File: src/rtl/mac_operand_feeder.sv
// Operand feeder for the mac datapath: buffers A/B vectors, streams them PARALLEL lanes per beat,
// then captures the mac result on a done rising edge or flags a timeout.
module mac_operand_feeder #(
   parameter int PARALLEL = 1,
   parameter int DEPTH    = 25,
   parameter int DW       = 8,
   parameter int AW       = 5,
   parameter int TIMEOUT  = 500
) (
   input  logic                   clk,
   input  logic                   rst,
   input  logic                   wr_en,
   input  logic                   wr_sel,
   input  logic [AW-1:0]          wr_addr,
   input  logic [DW-1:0]          wr_data,
   input  logic                   go,
   output logic                   busy,
   output logic                   mac_start,
   output logic [PARALLEL*DW-1:0] din_a,
   output logic [PARALLEL*DW-1:0] din_b,
   input  logic                   mac_done,
   input  logic [15:0]            mac_dout,
   output logic [15:0]            result,
   output logic                   result_valid,
   output logic                   timeout_err
);

   localparam int NBEATS = (DEPTH + PARALLEL - 1) / PARALLEL;
   localparam int BW     = $clog2(NBEATS + 1);
   localparam int CW     = (TIMEOUT > 1) ? $clog2(TIMEOUT) : 1;

   typedef enum logic [1:0] {
      S_IDLE,
      S_STREAM,
      S_WAIT,
      S_DONE
   } state_t;

   state_t                  state_q, state_d;
   logic                    busy_q, busy_d;
   logic                    start_q, start_d;
   logic [PARALLEL*DW-1:0]  din_a_q, din_a_d;
   logic [PARALLEL*DW-1:0]  din_b_q, din_b_d;
   logic [15:0]             result_q, result_d;
   logic                    rvalid_q, rvalid_d;
   logic                    terr_q, terr_d;
   logic [BW-1:0]           beat_q, beat_d;
   logic [CW-1:0]           cnt_q, cnt_d;
   logic                    done_prev_q, done_prev_d;

   logic [DW-1:0]           mem_a_q [2**AW];
   logic [DW-1:0]           mem_b_q [2**AW];

   logic                    wr_accept;
   logic                    done_rise;
   logic [PARALLEL*DW-1:0]  beat_a, beat_b;
   int                      lane_idx;

   assign wr_accept = wr_en && !busy_q && (int'(wr_addr) < DEPTH);
   assign done_rise = mac_done && !done_prev_q;

   always_ff @(posedge clk) begin
      if (wr_accept) begin
         if (wr_sel) mem_b_q[wr_addr] <= wr_data;
         else        mem_a_q[wr_addr] <= wr_data;
      end
   end

   // beat_q is held at 0 whenever the FSM is idle, so this mux also yields beat 0 for the go edge
   always_comb begin
      beat_a   = '0;
      beat_b   = '0;
      lane_idx = 0;
      for (int unsigned j = 0; j < PARALLEL; j++) begin
         lane_idx = int'(beat_q) * PARALLEL + int'(j);
         if (lane_idx < DEPTH) begin
            beat_a[j*DW +: DW] = mem_a_q[lane_idx[AW-1:0]];
            beat_b[j*DW +: DW] = mem_b_q[lane_idx[AW-1:0]];
         end
      end
   end

   always_comb begin
      state_d     = state_q;
      busy_d      = busy_q;
      start_d     = start_q;
      din_a_d     = din_a_q;
      din_b_d     = din_b_q;
      result_d    = result_q;
      rvalid_d    = 1'b0;
      terr_d      = terr_q;
      beat_d      = beat_q;
      cnt_d       = cnt_q;
      done_prev_d = mac_done;

      case (state_q)
         S_IDLE: begin
            if (go) begin
               state_d = S_STREAM;
               busy_d  = 1'b1;
               start_d = 1'b1;
               din_a_d = beat_a;
               din_b_d = beat_b;
               beat_d  = BW'(1);
               terr_d  = 1'b0;
            end
         end
         S_STREAM: begin
            // a done rise on the final-beat edge takes priority over entering WAIT
            if (done_rise) begin
               state_d  = S_DONE;
               result_d = mac_dout;
               rvalid_d = 1'b1;
               start_d  = 1'b0;
               din_a_d  = '0;
               din_b_d  = '0;
               beat_d   = '0;
            end else if (beat_q == BW'(NBEATS)) begin
               state_d = S_WAIT;
               din_a_d = '0;
               din_b_d = '0;
               beat_d  = '0;
               cnt_d   = '0;
            end else begin
               din_a_d = beat_a;
               din_b_d = beat_b;
               beat_d  = beat_q + BW'(1);
            end
         end
         S_WAIT: begin
            if (done_rise) begin
               state_d  = S_DONE;
               result_d = mac_dout;
               rvalid_d = 1'b1;
               start_d  = 1'b0;
            end else if (cnt_q == CW'(TIMEOUT - 1)) begin
               state_d = S_IDLE;
               terr_d  = 1'b1;
               start_d = 1'b0;
               busy_d  = 1'b0;
               din_a_d = '0;
               din_b_d = '0;
            end else begin
               cnt_d = cnt_q + CW'(1);
            end
         end
         S_DONE: begin
            state_d = S_IDLE;
            busy_d  = 1'b0;
         end
         default: begin
            state_d = S_IDLE;
            busy_d  = 1'b0;
            start_d = 1'b0;
         end
      endcase
   end

   always_ff @(posedge clk or posedge rst) begin
      if (rst) begin
         state_q     <= S_IDLE;
         busy_q      <= 1'b0;
         start_q     <= 1'b0;
         din_a_q     <= '0;
         din_b_q     <= '0;
         result_q    <= '0;
         rvalid_q    <= 1'b0;
         terr_q      <= 1'b0;
         beat_q      <= '0;
         cnt_q       <= '0;
         done_prev_q <= 1'b0;
      end else begin
         state_q     <= state_d;
         busy_q      <= busy_d;
         start_q     <= start_d;
         din_a_q     <= din_a_d;
         din_b_q     <= din_b_d;
         result_q    <= result_d;
         rvalid_q    <= rvalid_d;
         terr_q      <= terr_d;
         beat_q      <= beat_d;
         cnt_q       <= cnt_d;
         done_prev_q <= done_prev_d;
      end
   end

   assign busy         = busy_q;
   assign mac_start    = start_q;
   assign din_a        = din_a_q;
   assign din_b        = din_b_q;
   assign result       = result_q;
   assign result_valid = rvalid_q;
   assign timeout_err  = terr_q;

endmodule

File: config.mk
export PLATFORM = sky130hd
export DESIGN_NAME = mac_operand_feeder
export DESIGN_NICKNAME = d
export VERILOG_FILES = /design/src/rtl/mac_operand_feeder.sv
export SDC_FILE = /design/constraint.sdc
export NUM_CORES = 1
export LEC_CHECK = 0
export BUFFER_PORTS_ARGS = -buffer_cell sky130_fd_sc_hd__buf_4
export CAP_MARGIN = 20
export CORE_MARGIN = 4
export CORE_UTILIZATION = 40
export DETAILED_ROUTE_END_ITERATION = 12
export PLACE_DENSITY = 0.61
export SKIP_CTS_REPAIR_TIMING = 1
export SLEW_MARGIN = 25
export SYNTH_ARGS = -nofsm -noshare
export SYNTH_HDL_FRONTEND = slang
export SYNTH_SLANG_ARGS = --single-unit
File: constraint.sdc
create_clock -name clk -period 2.3 [get_ports clk]
set_input_delay 0.115 -clock clk [delete_from_list [all_inputs] [get_ports clk]]
set_output_delay 0.115 -clock clk [all_outputs]
set_load 0.01 [all_outputs]
==> results.md, run 1 <==
* Outcome: finished, final reports clean
* Fmax at 0.444 GHz
* Synth unique cells at 58
* Commonest non-fill, non-tap cell in the layout: edfxtp_1
* Tot Pwr at 28.0 mW
* Largest net degree at the start of global routing at 65
* Worst path arrival time at 2.75 ns
* Die area at 0.0593 mm2
* Avg Inst Size Synth at 20.0 um2
* CP Capture Point: din_b[5]$_DFFE_PP0P_
* Drt via density at 5.19
* Met2 Use GR at 26.4%
* Async S/R FF share, synth at 9.38%
* FF-to-FF setup slack at 0.05 ns
* Overflow after GRT at 0
* Initial core utilization at 40.3%
* Met1 global-route usage at 23.1%
* Final Routed Wirelength at 49.4 mm
* Placed insts at 2,092
* Clk_lat worst skew at 0.61 ns
* Power density cells at 1040 mW/mm2
* Post-Layout Inst Area at 0.0269 mm2
* Total Nets Final at 1,467
* DR vias at 11,500
* Worst-Margin Slew at 0.759 ns
* P_leak at 9.29 nW
* Cell row count at 86
* Chip Height at 243 um
* Worst VDD drop at 732 uV
* Global routing's busiest layer: met2
* Post-route antenna net violation count at 0
* PnR worst setup slack at 0.0455 ns
* Syn Inst Count at 1,108
* Reg area at 0.0167 mm2
* Most frequent cells in the layout: edfxtp_1 (512), buf_4 (168), mux4_2 (112), conb_1 (112), nor2_1 (65)
* Reg2Reg Depth at 5
* Pre-CTS WS at -0.0102 ns
* Filler Cell Count at 4,553
* Hold slack final at 0.0404 ns
* Setup Viol. Count Final at 0
* Multi-input gate area at 0.00558 mm2
* Main flop type after synthesis: edfxtp_1
* Unrepaired setup endpoints after global routing: true
* Num CTS Buffers at 57
* First-pass GRT wire length at 73.9 mm
* Critical path endpoint category: flip-flop
* Initial antenna violation count at 0
* Vias in the first global route at 11,700
* Post-synth top area share at 69.3%
* P&R area growth vs syn at 21.4%
* Clock Tree Buf Depth at 3
* Clock root cell: clkbuf_16
* Reg2reg end: din_b[5]$_DFFE_PP0P_
* H-tree Lvls at 2
* DP HPWL at 30.6 mm
* Core area at 0.0550 mm2
* Number of port buffers at 70
* Fraction of layout cells with a size suffix above 1 at 28.7%
* Clk sink count at 565
* Dpl cell area at 0.0248 mm2
* # Max-Cap Violations at 0
* Path type of the worst setup path: reg2reg
* Final hold violations at 0
* CP Launch Type: flip-flop
* CTS tree: yes
* Layout Cells excl Fill at 2,221
* Synth area leaders: edfxtp_1 (69%), mux4_2 (11%), dfrtp_1 (6.0%), mux2i_1 (2.8%), nor2_1 (1.1%)
* Met3 global-route usage at 3.35%
* Number of synthesized flops with an enable pin at 512
* Worst min path class: in2reg
* Worst r2r src: beat_q[0]$_DFFE_PP0P_
* Crit share post-route at 98.0%
* Worst-path fanout max at 21
* TritonRoute pass-1 iters at 5
* Area leader, netlist: edfxtp_1
* Mapped Area at 0.0222 mm2
* # IOs at 71
* Slew HR at 49.3%
* Fin. max-slew vios at 0
* Iteration-0 DRC Markers at 1,020
* # DRC at 0
* Yosys reg bits at 565
* Die Wd at 243 um
* Crit path required time at 2.80 ns
* Seq/Total Area, Yosys at 75.3%
* Clock slew at the register clock pins of the worst setup and hold paths at 0.06 ns
* Fin crit period at 2.25 ns
* Total global routing track utilization at 16.6%
* Final Skew at 0.0170 ns
* Syn. warnings at 0
* GP Congestion at 0.817
* CP startpoint: beat_q[0]$_DFFE_PP0P_
* Avg WL per Cell at 22.3 um
through the flow:
step,TNS (ns),utilization (%)
final,0,49.0
after global routing,-0.0440,48.9
after detailed placement,-0.0102,45.2
after floorplan,0,-
after global placement,-0.0211,45.2
after CTS,0,48.5
final cells by class:
cell class                      instances  area share, %
Inverter                               12          0.167
Clock inverter                         21          0.846
Sequential cell                       565           62.1
Antenna cell                            2         0.0186
Multi-Input combinational cell        583           20.7
Tap cell                              748           3.48
Clock buffer                           86           5.97
Timing Repair Buffer                  204           6.70
worst max-delay path, stage by stage (launching register included):
cell and delay, ns:
dfrtp_4 0.53, buf_16 0.22, mux4_2 0.54, mux2i_1 0.28, a22oi_1 0.23, a32o_2 0.30
routing by layer:
metal	share of wire (%)	vias up	routed length, um
met5	0	-	0
met4	2.8	0	1380
met3	6.9	72	3420
met2	48	371	23600
met1	42	6014	21000
li1	-	5063	-
Yosys cell counts (3+ instances only):
master / n
a211oi_1: 8
a21oi_1: 19
a22oi_1: 30
a32o_1: 6
a32o_2: 10
buf_1: 8
buf_2: 30
buf_4: 3
buf_6: 3
clkbuf_1: 15
dfrtp_1: 53
edfxtp_1: 512
ha_1: 9
inv_1: 11
mux2_2: 19
mux2i_1: 62
mux4_2: 112
nand2_1: 40
nand3_1: 8
nand3b_1: 5
nor2_1: 65
nor2b_1: 8
nor3_1: 6
o21ai_0: 3
o21ai_1: 4
o221ai_1: 8
o22ai_1: 8
or3b_2: 3
xnor2_1: 5
worst min path at each step:
stage	startpoint	to	slack, ns	depth (start not counted)
finish	wr_data[5]	mem_b_q[30][5]$_DFFE_PP_	0.04	1
CTS	rst	din_b[7]$_DFFE_PP0P_	-0.41	2
global placement	rst	din_a[0]$_DFFE_PP0P_	0.24	2
global route	wr_data[5]	mem_b_q[30][5]$_DFFE_PP_	0.05	1
floorplan	mac_done	done_prev_q$_DFF_PP0_	0.15	0
detailed placement	mac_done	done_prev_q$_DFF_PP0_	0.24	1
power by group:
| group | internal (mW) | switching, mW |
|---|---|---|
| registers | 11.8 | 0.415 |
| logic | 3.43 | 3.28 |
| clock network | 5.27 | 3.78 |
sequential cells by signal (all words and copies together), names as in the netlist:
signal and flops:
din_a 8, busy 1, timeout_err 1, din_b 8
beat_q 5, result_valid 1, state_q 2, cnt_q 9
done_prev_q 1, mac_start 1, mem_b_q 256, mem_a_q 256
result 16
cell families after synthesis:
group / after synthesis / share of synthesized area (%)
xor gates and xnor gates: 5 / 0.197
and+or+nand+nor: 154 / 3.40
muxes: 194 / 15.2
DFF: 565 / 75.3
buffers and inverters: 71 / 1.52
adders and majority gates: 9 / 0.508
other: 1 / 0.0169
AOI/OAI and AO/OA: 109 / 3.84
Power figures use the tool's default switching activity.
==> run 2, diff against run 1 <==
--- a/config.mk
+++ b/config.mk
@@ -9,6 +9,7 @@
 export CAP_MARGIN = 20
 export CORE_MARGIN = 4
 export CORE_UTILIZATION = 40
+export CTS_BUF_LIST = sky130_fd_sc_hd__clkbuf_8 sky130_fd_sc_hd__clkbuf_16
 export DETAILED_ROUTE_END_ITERATION = 12
 export PLACE_DENSITY = 0.61
 export SKIP_CTS_REPAIR_TIMING = 1
==> run 2 against run 1 <==
Critical path depth rose by 1. Count of clock-buffer cells in the layout fell by 23. Clock power fell by 1%. Register-to-register slack improved by 0.03 ns. Utilization barely moved.
==> results.md, run 2 (synthesis gave the netlist of run 1 again) <==
* Switch Pwr at 7.46 mW (about the same)
* Fin. max-slew vios at 0 (unchanged)
* Worst min path class: in2reg
* Worst-Margin Slew at 0.764 ns (+0.00488 ns)
* Crit path required time at 2.80 ns (about the same)
* Initial core utilization at 40.3% (unchanged)
* TritonRoute pass-1 iters at 6 (+1)
* Final hold violations at 0 (unchanged)
* Final Routed Wirelength at 49.5 mm (about the same)
* Worst-path fanout max at 39 (+86%)
* Combinational power share at 24.1% (about the same)
* Post-route antenna net violation count at 0 (unchanged)
* # Max-Cap Violations at 0 (unchanged)
* Hold wc startpoint: wr_data[5]
* H-tree Lvls at 2 (unchanged)
* CTS tree: yes
* Crit share post-route at 96.9% (-1.1 points)
* Internal cell power at 20.4 mW (-0.50%)
* Num CTS Buffers at 57 (unchanged)
* Switching part of the total at 26.8% (+0.084 points)
* Vias in the first global route at 11,700 (-0.034%)
* Worst r2r src: beat_q[1]$_DFFE_PP0P_
* Final Skew at 0.0207 ns (+0.00367 ns)
* DR vias at 11,600 (+0.37%)
* Power density cells at 1030 mW/mm2 (-0.38%)
* # DRC at 0 (unchanged)
* CP startpoint: beat_q[1]$_DFFE_PP0P_
* Clock root cell: clkbuf_16
* Clock Tree Buf Depth at 3 (unchanged)
* Slew HR at 49.1% (-0.22 points)
* Clock slew at the register clock pins of the worst setup and hold paths at 0.06 ns (about the same)
* Unrepaired setup endpoints after global routing: true
* Fmax at 0.449 GHz (+1.2%)
* Commonest non-fill, non-tap cell in the layout: edfxtp_1
* Most frequent cells in the layout: edfxtp_1 (512), buf_4 (168), mux4_2 (112), conb_1 (112), nor2_1 (65)
* Largest net degree at the start of global routing at 65 (unchanged)
* First-pass GRT wire length at 73.9 mm (about the same)
* Setup Viol. Count Final at 0 (unchanged)
* Clk sink count at 565 (unchanged)
* Die Wd at 243 um (unchanged)
* Outcome: finished, final reports clean
* Fin crit period at 2.23 ns (-0.0262 ns)
* Number of port buffers at 70 (unchanged)
* Fraction of layout cells with a size suffix above 1 at 28.7% (unchanged)
* DP HPWL at 30.6 mm (unchanged)
* Total Nets Final at 1,467 (unchanged)
* P&R area growth vs syn at 21.4% (about the same)
* Path type of the worst setup path: reg2reg
* Initial antenna violation count at 0 (unchanged)
* Sequential share of power at 43.8% (+0.2 points)
* Total global routing track utilization at 16.6% (about the same)
* Tot Pwr at 27.9 mW (-0.38%)
* Cell row count at 86 (unchanged)
* P_leak at 9.38 nW (+1.0%)
* Iteration-0 DRC Markers at 1,022 (+0.20%)
* Worst path arrival time at 2.73 ns (-0.02 ns)
* # IOs at 71 (unchanged)
* Core area at 0.0550 mm2 (unchanged)
* Avg WL per Cell at 22.3 um (about the same)
* Critical path endpoint category: flip-flop
* Worst VDD drop at 727 uV (-0.66%)
* Clk_lat worst skew at 0.61 ns (about the same)
* GP Congestion at 0.817 (unchanged)
* Clock power share at 32.1% (-0.3 points)
* CP Launch Type: flip-flop
* Drt via density at 5.21 (+0.42%)
* Final Util at 48.9% (about the same)
* Die area at 0.0593 mm2 (unchanged)
* Chip Height at 243 um (unchanged)
* Overflow after GRT at 0 (unchanged)
[run 2: cell types whose count changed in the layout (fill, tap and decap cells not counted)]
cell	previous run	this run
clkbuf_1	23	0
inv_1	10	33
diode_2	2	1
[run 2: final cells by class]
cell class,instances,area [um2]
Antenna cell,1,2.50
Clock buffer,63,1520
Clock inverter,44,314
Fill cell,4554,28100
Inverter,12,45.0
Multi-Input combinational cell,583,5580
Sequential cell,565,16700
Tap cell,748,936
Timing Repair Buffer,204,1800
[run 2: power groups by stage]
stage                     logic, mW  registers (mW)  clock network, mW
after floorplan                4.16            12.4                  0
after global placement         6.67            12.4                  0
after detailed placement       6.71            12.4                  0
after CTS                      6.72            12.2               9.18
after global routing           7.24            12.3               9.65
final                          6.72            12.2               8.93
[run 2: per-stage QoR]
| stage | std cells | setup TNS (ns) | setup slack (ns) | hold slack [ns] | instance area, um2 |
|---|---|---|---|---|---|
| 2_1_floorplan | 1219 | 0 | 0.0213 | 0.146 | 22600 |
| 4_1_cts | 2199 | 0 | 0.0124 | -0.412 | 26700 |
| 6_report | 2220 | 0 | 0.0718 | 0.0439 | 26900 |
| 3_5_place_dp | 2092 | -0.0102 | -0.0102 | 0.243 | 24800 |
| 3_3_place_gp | 2092 | -0.0211 | -0.0211 | 0.241 | 24800 |
| 5_1_grt | 2219 | -0.0438 | -0.0438 | 0.0511 | 26900 |
[run 2: critical path, stage by stage (launching register included)]
cell     delay, ns
dfrtp_4       0.45
buf_12        0.25
buf_4         0.26
mux4_2        0.32
mux2i_1       0.27
a22oi_1       0.22
a32o_2        0.30
[run 2: final timing paths]
| kind | end | cells past startpoint | slack (ns) |
|---|---|---|---|
| min in group asynchronous | beat_q[3]$_DFFE_PP0P_ | 3 | 0.19 |
| worst min-delay path | mem_b_q[28][5]$_DFFE_PP_ | 1 | 0.04 |
| worst min register to register | result[12]$_DFFE_PP0P_ | 1 | 0.50 |
| max in group asynchronous | result[9]$_DFFE_PP0P_ | 4 | 1.44 |
| worst max-delay path | din_b[5]$_DFFE_PP0P_ | 6 | 0.07 |
| worst max register to register | din_b[5]$_DFFE_PP0P_ | 6 | 0.07 |
[run 2: metal layers]
| layer | track usage, % | vias up | part of all wire, % |
|---|---|---|---|
| li1 | - | 5067 | - |
| met5 | 0 | - | 0 |
| met1 | 23.1 | 6050 | 43 |
| met3 | 3.35 | 70 | 6.8 |
| met4 | 5.70 | 0 | 2.7 |
| met2 | 26.4 | 376 | 48 |
==> run 3, diff against run 2 <==
--- a/config.mk
+++ b/config.mk
@@ -7,13 +7,17 @@
 export LEC_CHECK = 0
 export BUFFER_PORTS_ARGS = -buffer_cell sky130_fd_sc_hd__buf_4
 export CAP_MARGIN = 20
+export CELL_PAD_IN_SITES_DETAIL_PLACEMENT = 1
+export CELL_PAD_IN_SITES_GLOBAL_PLACEMENT = 1
 export CORE_MARGIN = 4
 export CORE_UTILIZATION = 40
 export CTS_BUF_LIST = sky130_fd_sc_hd__clkbuf_8 sky130_fd_sc_hd__clkbuf_16
+export CTS_CLUSTER_SIZE = 10
 export DETAILED_ROUTE_END_ITERATION = 12
-export PLACE_DENSITY = 0.61
+export PLACE_DENSITY = 0.68
 export SKIP_CTS_REPAIR_TIMING = 1
 export SLEW_MARGIN = 25
 export SYNTH_ARGS = -nofsm -noshare
 export SYNTH_HDL_FRONTEND = slang
 export SYNTH_SLANG_ARGS = --single-unit
+export TNS_END_PERCENT = 30
==> run 3 against run 2 <==
Worst setup slack got worse by 0.043 ns. Final cell count about the same. Worst hold slack improved by 0.0086 ns. Largest cell class unchanged. First-iteration DRC count decreased by 18%.
==> results.md, run 3 (synthesis gave the netlist of run 1 again) <==
* Avg WL per Cell at 24.0 um (+7.6%)
* Placed insts at 2,081 (-0.53%)
* Chip Height at 243 um (unchanged)
* Final Util at 49.1% (+0.19 points)
* Vias in the first global route at 12,600 (+7.9%)
* Post-route antenna net violation count at 0 (unchanged)
* Initial core utilization at 40.3% (unchanged)
* Worst-Margin Slew at 0.955 ns (+0.191 ns)
* Setup Viol. Count Final at 0 (unchanged)
* Layout Cells excl Fill at 2,222 (+0.090%)
* Critical path endpoint category: flip-flop
* Most frequent cells in the layout: edfxtp_1 (512), buf_4 (160), mux4_2 (112), conb_1 (112), clkbuf_16 (71)
* # Max-Cap Violations at 0 (unchanged)
* Fmax at 0.440 GHz (-1.9%)
* P&R area growth vs syn at 21.9%
* Worst VDD drop at 760 uV (+4.5%)
* Core area at 0.0550 mm2 (unchanged)
* GP Congestion at 0.760 (-7.0%)
* Worst-path fanout max at 13 (-67%)
* Clock slew at the register clock pins of the worst setup and hold paths at 0.06 ns (about the same)
* Clock Tree Buf Depth at 3 (unchanged)
* Final Routed Wirelength at 53.3 mm (+7.7%)
* Worst path arrival time at 2.76 ns (+0.03 ns)
* Hold-critical path endpoint: mem_b_q[7][7]$_DFFE_PP_
* Path type of the worst setup path: reg2reg
* Fraction of layout cells with a size suffix above 1 at 28.6% (-0.087 points)
* Initial antenna violation count at 3 (+3)
* FF-to-FF setup slack at 0.03 ns (-0.04 ns)
* CP Launch Type: flip-flop
* P_leak at 9.46 nW (+0.81%)
* Commonest non-fill, non-tap cell in the layout: edfxtp_1
* Total global routing track utilization at 17.8% (+1.2 points)
* # DRC at 0 (unchanged)
* Multi-input gate area at 0.00561 mm2 (+0.49%)
* Drt via density at 5.28 (+1.4%)
* DP HPWL at 32.8 mm (+7.3%)
* Clk sink count at 565 (unchanged)
* Iteration-0 DRC Markers at 840 (-18%)
* Fin. max-slew vios at 0 (unchanged)
* Cell row count at 86 (unchanged)
* Outcome: finished, final reports clean
* Unrepaired setup endpoints after global routing: true
* Final Skew at 0.0301 ns (+0.00946 ns)
* DR vias at 11,700 (+1.5%)
* Hold Path Stages at 3 (+2)
* Clock root cell: clkbuf_16
* Setup TNS at 0 ns (unchanged)
* Clk_lat worst skew at 0.61 ns (about the same)
* CTS tree: yes
* # IOs at 71 (unchanged)
* Num CTS Buffers at 68 (+19%)
* PnR worst setup slack at 0.0283 ns (-0.0435 ns)
* Die Wd at 243 um (unchanged)
* Slew HR at 36.1% (-13 points)
* First-pass GRT wire length at 79.5 mm (+7.5%)
* Reg2reg end: din_b[4]$_DFFE_PP0P_
* Worst r2r src: beat_q[0]$_DFFE_PP0P_
* Total Nets Final at 1,467 (unchanged)
* Hold wc startpoint: wr_addr[1]
* Reg area at 0.0167 mm2 (unchanged)
* Final hold violations at 0 (unchanged)
* Crit path required time at 2.79 ns (about the same)
* Power density cells at 1060 mW/mm2 (+2.0%)
* Number of port buffers at 70 (unchanged)
* Fin crit period at 2.27 ns (+0.0435 ns)
* TritonRoute pass-1 iters at 7 (+1)
* Overflow after GRT at 0 (unchanged)
* Crit share post-route at 98.8% (+1.9 points)
* H-tree Lvls at 3 (+1)
* Reg2Reg Depth at 6 (unchanged)
* Tot Pwr at 28.5 mW (+2.4%)
* Die area at 0.0593 mm2 (unchanged)
* Pre-CTS WS at 0.0542 ns (+0.0644 ns)
* Largest net degree at the start of global routing at 65 (unchanged)
* Filler Cell Count at 5,081 (+12%)
* Worst min path class: in2reg
## run 3: metal layers
layer	share of wire [%]	global-route usage [%]	vias to the layer above
met5	0.039	0	-
met4	2.0	5.23	4
met3	5.5	3.97	79
met2	50	29.9	325
met1	42	23.5	6271
li1	-	-	5061
## run 3: worst max-delay path, cell delays in order (launching register included)
cell and delay, ns:
dfrtp_4 0.56, buf_12 0.22, buf_12 0.18, mux4_2 0.52, mux2i_2 0.20, a22oi_1 0.15
a32o_2 0.28
## run 3: stage by stage
| stage | instance area, um2 | hold WS [ns] |
|---|---|---|
| 3_3_place_gp | 24700 | 0.215 |
| 2_1_floorplan | 22600 | 0.146 |
| 5_1_grt | 27000 | 0.0369 |
| 4_1_cts | 26700 | -0.417 |
| 6_report | 27000 | 0.0525 |
| 3_5_place_dp | 24700 | 0.224 |
## run 3: worst max path at each step
stage                                startpoint              endpoint  slack [ns]
after floorplan           beat_q[1]$_DFFE_PP0P_  cnt_q[7]$_DFFE_PP0P_        0.02
after global placement    beat_q[0]$_DFFE_PP0P_  din_a[7]$_DFFE_PP0P_        0.07
after detailed placement  beat_q[0]$_DFFE_PP0P_  din_b[4]$_DFFE_PP0P_        0.05
after CTS                 beat_q[0]$_DFFE_PP0P_  din_a[7]$_DFFE_PP0P_       -0.02
after global routing      beat_q[0]$_DFFE_PP0P_  din_a[0]$_DFFE_PP0P_       -0.05
final                     beat_q[0]$_DFFE_PP0P_  din_b[4]$_DFFE_PP0P_        0.03
## run 3: where the power goes
| part | switching [mW] | internal, mW |
|---|---|---|
| registers | 0.443 | 11.8 |
| clock network | 4.02 | 5.65 |
| logic | 3.26 | 3.35 |
## run 3: layout make-up
cell class                      instances  area share (%)
Antenna cell                            2          0.0185
Clock buffer                           75            6.74
Clock inverter                         44           0.778
Inverter                               12           0.167
Multi-Input combinational cell        583            20.8
Sequential cell                       565            61.8
Tap cell                              748            3.46
Timing Repair Buffer                  193            6.23
